File: src/rtl/calc_seq.sv
// calc_seq: keypad calculator core. Builds two unsigned decimal operands from
// strobed key codes, computes add/sub/mul (and div when CALC_DIV_EN is defined),
// then prints the current value to the display one digit per cycle (LSD first).
// Ports: clock/reset (async, active-high); cmd/cmd_valid key input;
//        status/data/pos/data_valid display side; state exposes the FSM (debug).
// Keys are only taken in WAIT_A/WAIT_B; anything strobed in CALC/PRINT/ERROR is dropped.
// Optional feature macro: CALC_DIV_EN (key 13 becomes a restoring divide).
module calc_seq #(
    parameter int NDIG = 8,
    parameter int W    = 27
) (
    input  logic                    clock,
    input  logic                    reset,
    input  logic [3:0]              cmd,
    input  logic                    cmd_valid,
    output logic [1:0]              status,
    output logic [3:0]              data,
    output logic [$clog2(NDIG)-1:0] pos,
    output logic                    data_valid,
    output logic [2:0]              state
);
    function automatic longint unsigned pow10(input int n);
        longint unsigned r = 1;
        for (int i = 0; i < n; i++) r = r * 10;
        return r;
    endfunction

    localparam longint unsigned MAXV64 = pow10(NDIG) - 1;
    localparam logic [W-1:0]   MAXV  = W'(MAXV64);
    localparam logic [2*W-1:0] MAXV2 = (2*W)'(MAXV64);
    localparam int PW = $clog2(NDIG);
    localparam int CW = $clog2(W + NDIG) + 1;
    localparam int EW = W + 4;

    localparam logic [3:0] K_ADD = 4'd10;
    localparam logic [3:0] K_SUB = 4'd11;
    localparam logic [3:0] K_MUL = 4'd12;
    localparam logic [3:0] K_DIV = 4'd13;
    localparam logic [3:0] K_EQ  = 4'd14;
    localparam logic [3:0] K_BS  = 4'd15;

    generate
        if (W < 64 && ((64'd1 << W) <= MAXV64)) begin : g_width_check
            $error("calc_seq: W too narrow to hold 10^NDIG-1");
        end
    endgenerate

    typedef enum logic [2:0] {
        WAIT_A = 3'b000,
        WAIT_B = 3'b001,
        CALC   = 3'b010,
        PRINT  = 3'b011,
        ERROR  = 3'b100
    } state_t;

    state_t         state_q, state_d, ret_q, ret_d;
    logic [W-1:0]   acc_q, acc_d, rega_q, rega_d, regb_q, regb_d;
    logic [W-1:0]   work_q, work_d, mpl_q, mpl_d;
    logic [3:0]     op_q, op_d;
    logic           fresh_q, fresh_d;
    logic [CW-1:0]  cnt_q, cnt_d;
    logic [2*W-1:0] prod_q, prod_d, mcand_q, mcand_d;
`ifdef CALC_DIV_EN
    logic [W:0]     rem_q, rem_d;
    logic [W:0]     shifted;
`endif

    logic [EW-1:0]  ext;
    logic           digit_ok, is_op, last;
    logic [W-1:0]   digit_val;
    logic [2*W-1:0] res;
    logic           done, err;

    // Append the digit in a wider field so the limit test cannot wrap.
    assign ext       = {4'b0, acc_q} * EW'(10) + EW'(cmd);
    assign digit_ok  = fresh_q || (ext <= EW'(MAXV));
    assign digit_val = fresh_q ? W'(cmd) : ext[W-1:0];
    assign last      = (cnt_q == CW'(W - 1));
`ifdef CALC_DIV_EN
    assign is_op = (cmd >= K_ADD) && (cmd <= K_DIV);
`else
    assign is_op = (cmd >= K_ADD) && (cmd <= K_MUL);
`endif

    always_ff @(posedge clock or posedge reset) begin
        if (reset) begin
            state_q <= WAIT_A;
            ret_q   <= WAIT_A;
            acc_q   <= '0;
            rega_q  <= '0;
            regb_q  <= '0;
            work_q  <= '0;
            mpl_q   <= '0;
            op_q    <= '0;
            fresh_q <= 1'b0;
            cnt_q   <= '0;
            prod_q  <= '0;
            mcand_q <= '0;
`ifdef CALC_DIV_EN
            rem_q   <= '0;
`endif
        end else begin
            state_q <= state_d;
            ret_q   <= ret_d;
            acc_q   <= acc_d;
            rega_q  <= rega_d;
            regb_q  <= regb_d;
            work_q  <= work_d;
            mpl_q   <= mpl_d;
            op_q    <= op_d;
            fresh_q <= fresh_d;
            cnt_q   <= cnt_d;
            prod_q  <= prod_d;
            mcand_q <= mcand_d;
`ifdef CALC_DIV_EN
            rem_q   <= rem_d;
`endif
        end
    end

    always_comb begin
        state_d = state_q;
        ret_d   = ret_q;
        acc_d   = acc_q;
        rega_d  = rega_q;
        regb_d  = regb_q;
        work_d  = work_q;
        mpl_d   = mpl_q;
        op_d    = op_q;
        fresh_d = fresh_q;
        cnt_d   = cnt_q;
        prod_d  = prod_q;
        mcand_d = mcand_q;
`ifdef CALC_DIV_EN
        rem_d   = rem_q;
        shifted = '0;
`endif
        res     = '0;
        done    = 1'b0;
        err     = 1'b0;

        case (state_q)
            WAIT_A, WAIT_B: begin
                if (cmd_valid) begin
                    if (cmd <= 4'd9) begin
                        // Digits that would exceed the display limit vanish silently.
                        if (digit_ok) begin
                            acc_d   = digit_val;
                            fresh_d = 1'b0;
                            work_d  = digit_val;
                            ret_d   = state_q;
                            cnt_d   = '0;
                            state_d = PRINT;
                        end
                    end else if (cmd == K_BS) begin
                        acc_d   = acc_q / W'(10);
                        fresh_d = 1'b0;
                        work_d  = acc_q / W'(10);
                        ret_d   = state_q;
                        cnt_d   = '0;
                        state_d = PRINT;
                    end else if (is_op) begin
                        op_d = cmd;
                        if (state_q == WAIT_A) begin
                            rega_d  = acc_q;
                            acc_d   = '0;
                            fresh_d = 1'b0;
                            work_d  = '0;
                            ret_d   = WAIT_B;
                            cnt_d   = '0;
                            state_d = PRINT;
                        end
                    end else if (cmd == K_EQ && state_q == WAIT_B) begin
                        regb_d  = acc_q;
                        cnt_d   = '0;
                        prod_d  = '0;
                        mcand_d = {{W{1'b0}}, rega_q};
                        // Shared shift register: multiplier bits for mul, dividend/quotient for div.
                        mpl_d   = (op_q == K_DIV) ? rega_q : acc_q;
`ifdef CALC_DIV_EN
                        rem_d   = '0;
`endif
                        state_d = CALC;
                    end
                end
            end

            CALC: begin
                cnt_d = cnt_q + CW'(1);
                case (op_q)
                    K_ADD: begin
                        res  = {{W{1'b0}}, rega_q} + {{W{1'b0}}, regb_q};
                        done = 1'b1;
                    end
                    K_SUB: begin
                        err  = (regb_q > rega_q);
                        res  = {{W{1'b0}}, rega_q - regb_q};
                        done = 1'b1;
                    end
                    K_MUL: begin
                        prod_d  = prod_q + (mpl_q[0] ? mcand_q : '0);
                        mcand_d = mcand_q << 1;
                        mpl_d   = mpl_q >> 1;
                        res     = prod_d;
                        done    = last;
                    end
`ifdef CALC_DIV_EN
                    K_DIV: begin
                        if (regb_q == '0) begin
                            err  = 1'b1;
                            done = 1'b1;
                        end else begin
                            // Restoring step: bring down the next dividend bit, subtract if it fits.
                            shifted = {rem_q[W-1:0], mpl_q[W-1]};
                            if (shifted >= {1'b0, regb_q}) begin
                                rem_d = shifted - {1'b0, regb_q};
                                mpl_d = {mpl_q[W-2:0], 1'b1};
                            end else begin
                                rem_d = shifted;
                                mpl_d = {mpl_q[W-2:0], 1'b0};
                            end
                            res  = {{W{1'b0}}, mpl_d};
                            done = last;
                        end
                    end
`endif
                    default: begin
                        err  = 1'b1;
                        done = 1'b1;
                    end
                endcase

                if (done) begin
                    if (err || res > MAXV2) begin
                        state_d = ERROR;
                    end else begin
                        acc_d   = res[W-1:0];
                        fresh_d = 1'b1;
                        work_d  = res[W-1:0];
                        ret_d   = WAIT_A;
                        cnt_d   = '0;
                        state_d = PRINT;
                    end
                end
            end

            PRINT: begin
                work_d = work_q / W'(10);
                cnt_d  = cnt_q + CW'(1);
                if (cnt_q == CW'(NDIG - 1)) begin
                    cnt_d   = '0;
                    state_d = ret_q;
                end
            end

            default: ;  // ERROR: held until reset
        endcase
    end

    always_comb begin
        status     = 2'b10;
        data       = 4'd0;
        pos        = '0;
        data_valid = 1'b0;
        state      = state_q;
        case (state_q)
            CALC:  status = 2'b01;
            ERROR: status = 2'b00;
            PRINT: begin
                status     = 2'b11;
                data_valid = 1'b1;
                data       = 4'(work_q % W'(10));
                pos        = cnt_q[PW-1:0];
            end
            default: ;
        endcase
    end
endmodule

File: config.mk
export PLATFORM = sky130hd
export DESIGN_NAME = calc_seq
export DESIGN_NICKNAME = d
export VERILOG_FILES = /design/src/rtl/calc_seq.sv
export SDC_FILE = /design/constraint.sdc
export NUM_CORES = 1
export LEC_CHECK = 0
export CORE_ASPECT_RATIO = 1.5
export CORE_MARGIN = 1
export CORE_UTILIZATION = 45
export DETAILED_ROUTE_END_ITERATION = 7
export GPL_ROUTABILITY_DRIVEN = 0
export MAX_ROUTING_LAYER = met4
export PLACE_DENSITY = 0.62
export SLEW_MARGIN = 0
export SYNTH_ARGS = -nofsm -noshare
export SYNTH_HDL_FRONTEND = slang
export SYNTH_SLANG_ARGS = --single-unit
File: constraint.sdc
create_clock -name clock -period 11.75 [get_ports clock]
set_input_delay 1.175 -clock clock [delete_from_list [all_inputs] [get_ports clock]]
set_output_delay 1.175 -clock clock [all_outputs]
set_load 0.005 [all_outputs]
==> results_dict.tcl <==
set metrics [dict create \
    avgSynthCellArea_sq_um 7.84 \
    die_y_um 300 \
    dp_hpwl_mm 57.5 \
    grt_usage_pct 26.7 \
    hp-class "flip-flop to flip-flop" \
    initial_core_util_pct 45.4 \
    arrival_ns 10.51 \
    final_layout_size_suffix_gt1_share_pct 13.5 \
    rows 109 \
    vias 26029 \
    max-cap-violations 0 \
    synth_edf_count 0 \
    status "completed" \
    antenna_found_initial 0 \
    dr.pass1.iters 6 \
    async_flop_share_pct 100 \
    holdBufCountCts 0 \
    cp_common_cell "buf_4" \
    die_x_um 201 \
    synth_cells 3404 \
    htreeDepth 1 \
    fin_setup_tns_ns 0 \
    num_antenna_cells 0 \
    numCtsBuffers 30 \
    cpPeakStageDelay_ns 0.59 \
    min_period_ns 11.69 \
    die_area_sq_um 60300 \
    worstSetupPathType "flip-flop to primary output" \
    relSlewSlack_pct 21.4 \
    fin_util_pct 51.0 \
    cp-start-kind "flip-flop" \
    clk_pin_slew_ns 0.06 \
    report.final.slew_viol_count 0 \
    final_cell_mix "327 x nand2_1, 271 x a21oi_1, 268 x o21ai_0" \
    grt_pass1_wl_mm 130 \
    hold_violations 0 \
    rsz0062_at_grt "true" \
    grt_pass1_vias 25645 \
    ys_seq_area_share_pct 24.5 \
    routedWlPerCell_um 19.4 \
    cts_tree "built" \
    end_kind "primary output" \
    synth_fp_nets 3579 \
    ant_nets 0 \
    grt_overflow 0 \
    final_common_cell "nand2_1" \
    drt_iter0_markers 1650 \
    fin_skew_ns 0.0214 \
    r2r_setup_slack_ns 0.83 \
    ys_ff_latch 261 \
    grt_max_degree 146 \
    synthFlopType "dfrtp_1" \
    final_nets 3556 \
    final.period_utilization_pct 99.5 \
    cts_sinks 261 \
    syn2layout_area_growth_pct 12.3 \
    fmax_mhz 85.6 \
    core_sq_um 58800 \
    worstMarginPinSlew_ns 1.18 \
    crit_path_max_fanout 8 \
    via_per_inst 6.23 \
    io_pins 20 \
    wirelength_mm 81.1 \
    cp.required_ns 10.58 \
    cts-root-buf "clkbuf_16" \
    yosys.cell_types.count 142 \
    drc 0 \
    synth_area_sq_um 26700 \
    io_buffers 19 \
    clk_path_buf_depth 3 \
    slowest_stage "or4_4" \
    clk_latency_ns 0.60 \
    yosys_warnings 0 \
    finalSetupViolCount 0 \
]
## layer usage
metal	up-vias	part of all wire [%]	global-route usage, %
li1	12508	-	-
met1	12551	40	28.8
met2	708	51	48.1
met3	262	3.2	1.93
met4	0	6.0	15.4
met5	-	0	-
## metrics by stage
stage	setup slack [ns]	cell area, sq um	hold slack [ns]	std cells
floorplan	1.04	26700	0.449	3404
global placement	-0.000425	27400	0.462	4054
detailed placement	-0.329	27400	0.471	4054
CTS	-0.0163	28900	0.485	4131
global route	-0.296	30000	0.498	4178
finish	0.0641	30000	0.480	4178
## cell families (layout without fill, tap and decap cells)
| group | count (synthesis) | in the layout | synth area share (%) |
|---|---|---|---|
| AOI/OAI and AO/OA | 1212 | 1213 | 31.2 |
| DFF | 261 | 261 | 24.5 |
| muxes | 116 | 116 | 4.53 |
| and+or+nand+nor | 1109 | 1109 | 20.3 |
| adders and majority gates | 173 | 173 | 8.20 |
| xor gates and xnor gates | 144 | 144 | 4.82 |
| buffers and inverters | 389 | 385 | 6.54 |
## final timing paths
check,start,to,depth (start not counted)
worst max-delay path,work_q[23],data[2],44
worst min-delay path,mpl_q[4],mpl_q[4],2
worst max register to register,acc_q[24],work_q[0],36
worst min register to register,mpl_q[4],mpl_q[4],2
max in group asynchronous,reset,work_q[21],3
min in group asynchronous,reset,mcand_q[42],2
## cell type report
| class | count | area [sq um] |
|---|---|---|
| clock buffers | 42 | 836 |
| repair buffers | 180 | 1530 |
| well taps | 777 | 972 |
| clock inverters | 10 | 128 |
| inverters | 153 | 582 |
| flip-flops and latches | 261 | 6540 |
| multi-input cells | 2755 | 19400 |
| fillers | 5582 | 28800 |
## synthesized netlist by cell type, drive strengths merged, types with 12 or more instances
cell type  count  area [sq um]
a21o          51           383
a211oi        38           295
clkbuf       157           616
buf           76           527
nand3         66           330
or2           12          77.6
xor2          40           358
a211o         17           149
a22oi         33           267
o21ai        295          1510
mux2          23           263
and3          30           188
nor2b         18           113
a22o          80           701
o2111ai       12           111
nor3          96           485
o21a          15           113
xnor2        104           930
mux2i         93           947
nand2b        45           289
or3           30           193
a31oi         39           287
ha           163          2040
nor2         275          1050
o221ai        19           173
o31ai         35           282
o22ai         22           150
nand4         28           175
nand2        334          1260
a21oi        283          1430
dfrtp        261          6530
o211ai        39           298
inv          146           548
and2          80           500
o21bai        47           353
nor4          26           163
nor3b         14           110
a21boi        15           116
a2111oi       30           319
## repair_timing
action	4_1_cts	5_1_grt
gates resized for setup	57	155
setup buffers	24	46
endpoints found under the hold margin	0	0
gates cloned	1	3
endpoints found under the setup margin	3	9
pin swaps	20	71
## flip-flops by register name (all words and copies together) (netlist names)
| name | count |
|---|---|
| fresh_q | 1 |
| acc_q | 27 |
| regb_q | 27 |
| cnt_q | 7 |
| prod_q | 54 |
| ret_q | 3 |
| state | 3 |
| rega_q | 27 |
| work_q | 27 |
| mcand_q | 54 |
| mpl_q | 27 |
| op_q | 4 |
## worst max-delay path, delay by kind of cell (launching register included)
family,cells,cell delay [ns]
and+or+nand+nor,14,3.74
AOI/OAI and AO/OA,15,2.90
buffers and inverters,7,1.06
muxes,3,0.78
DFF,1,0.42
xor gates and xnor gates,4,0.78
adders and majority gates,1,0.21
Power is not shown: default switching activity piles up to over one toggle a cycle in this logic, so the estimate is an artifact.
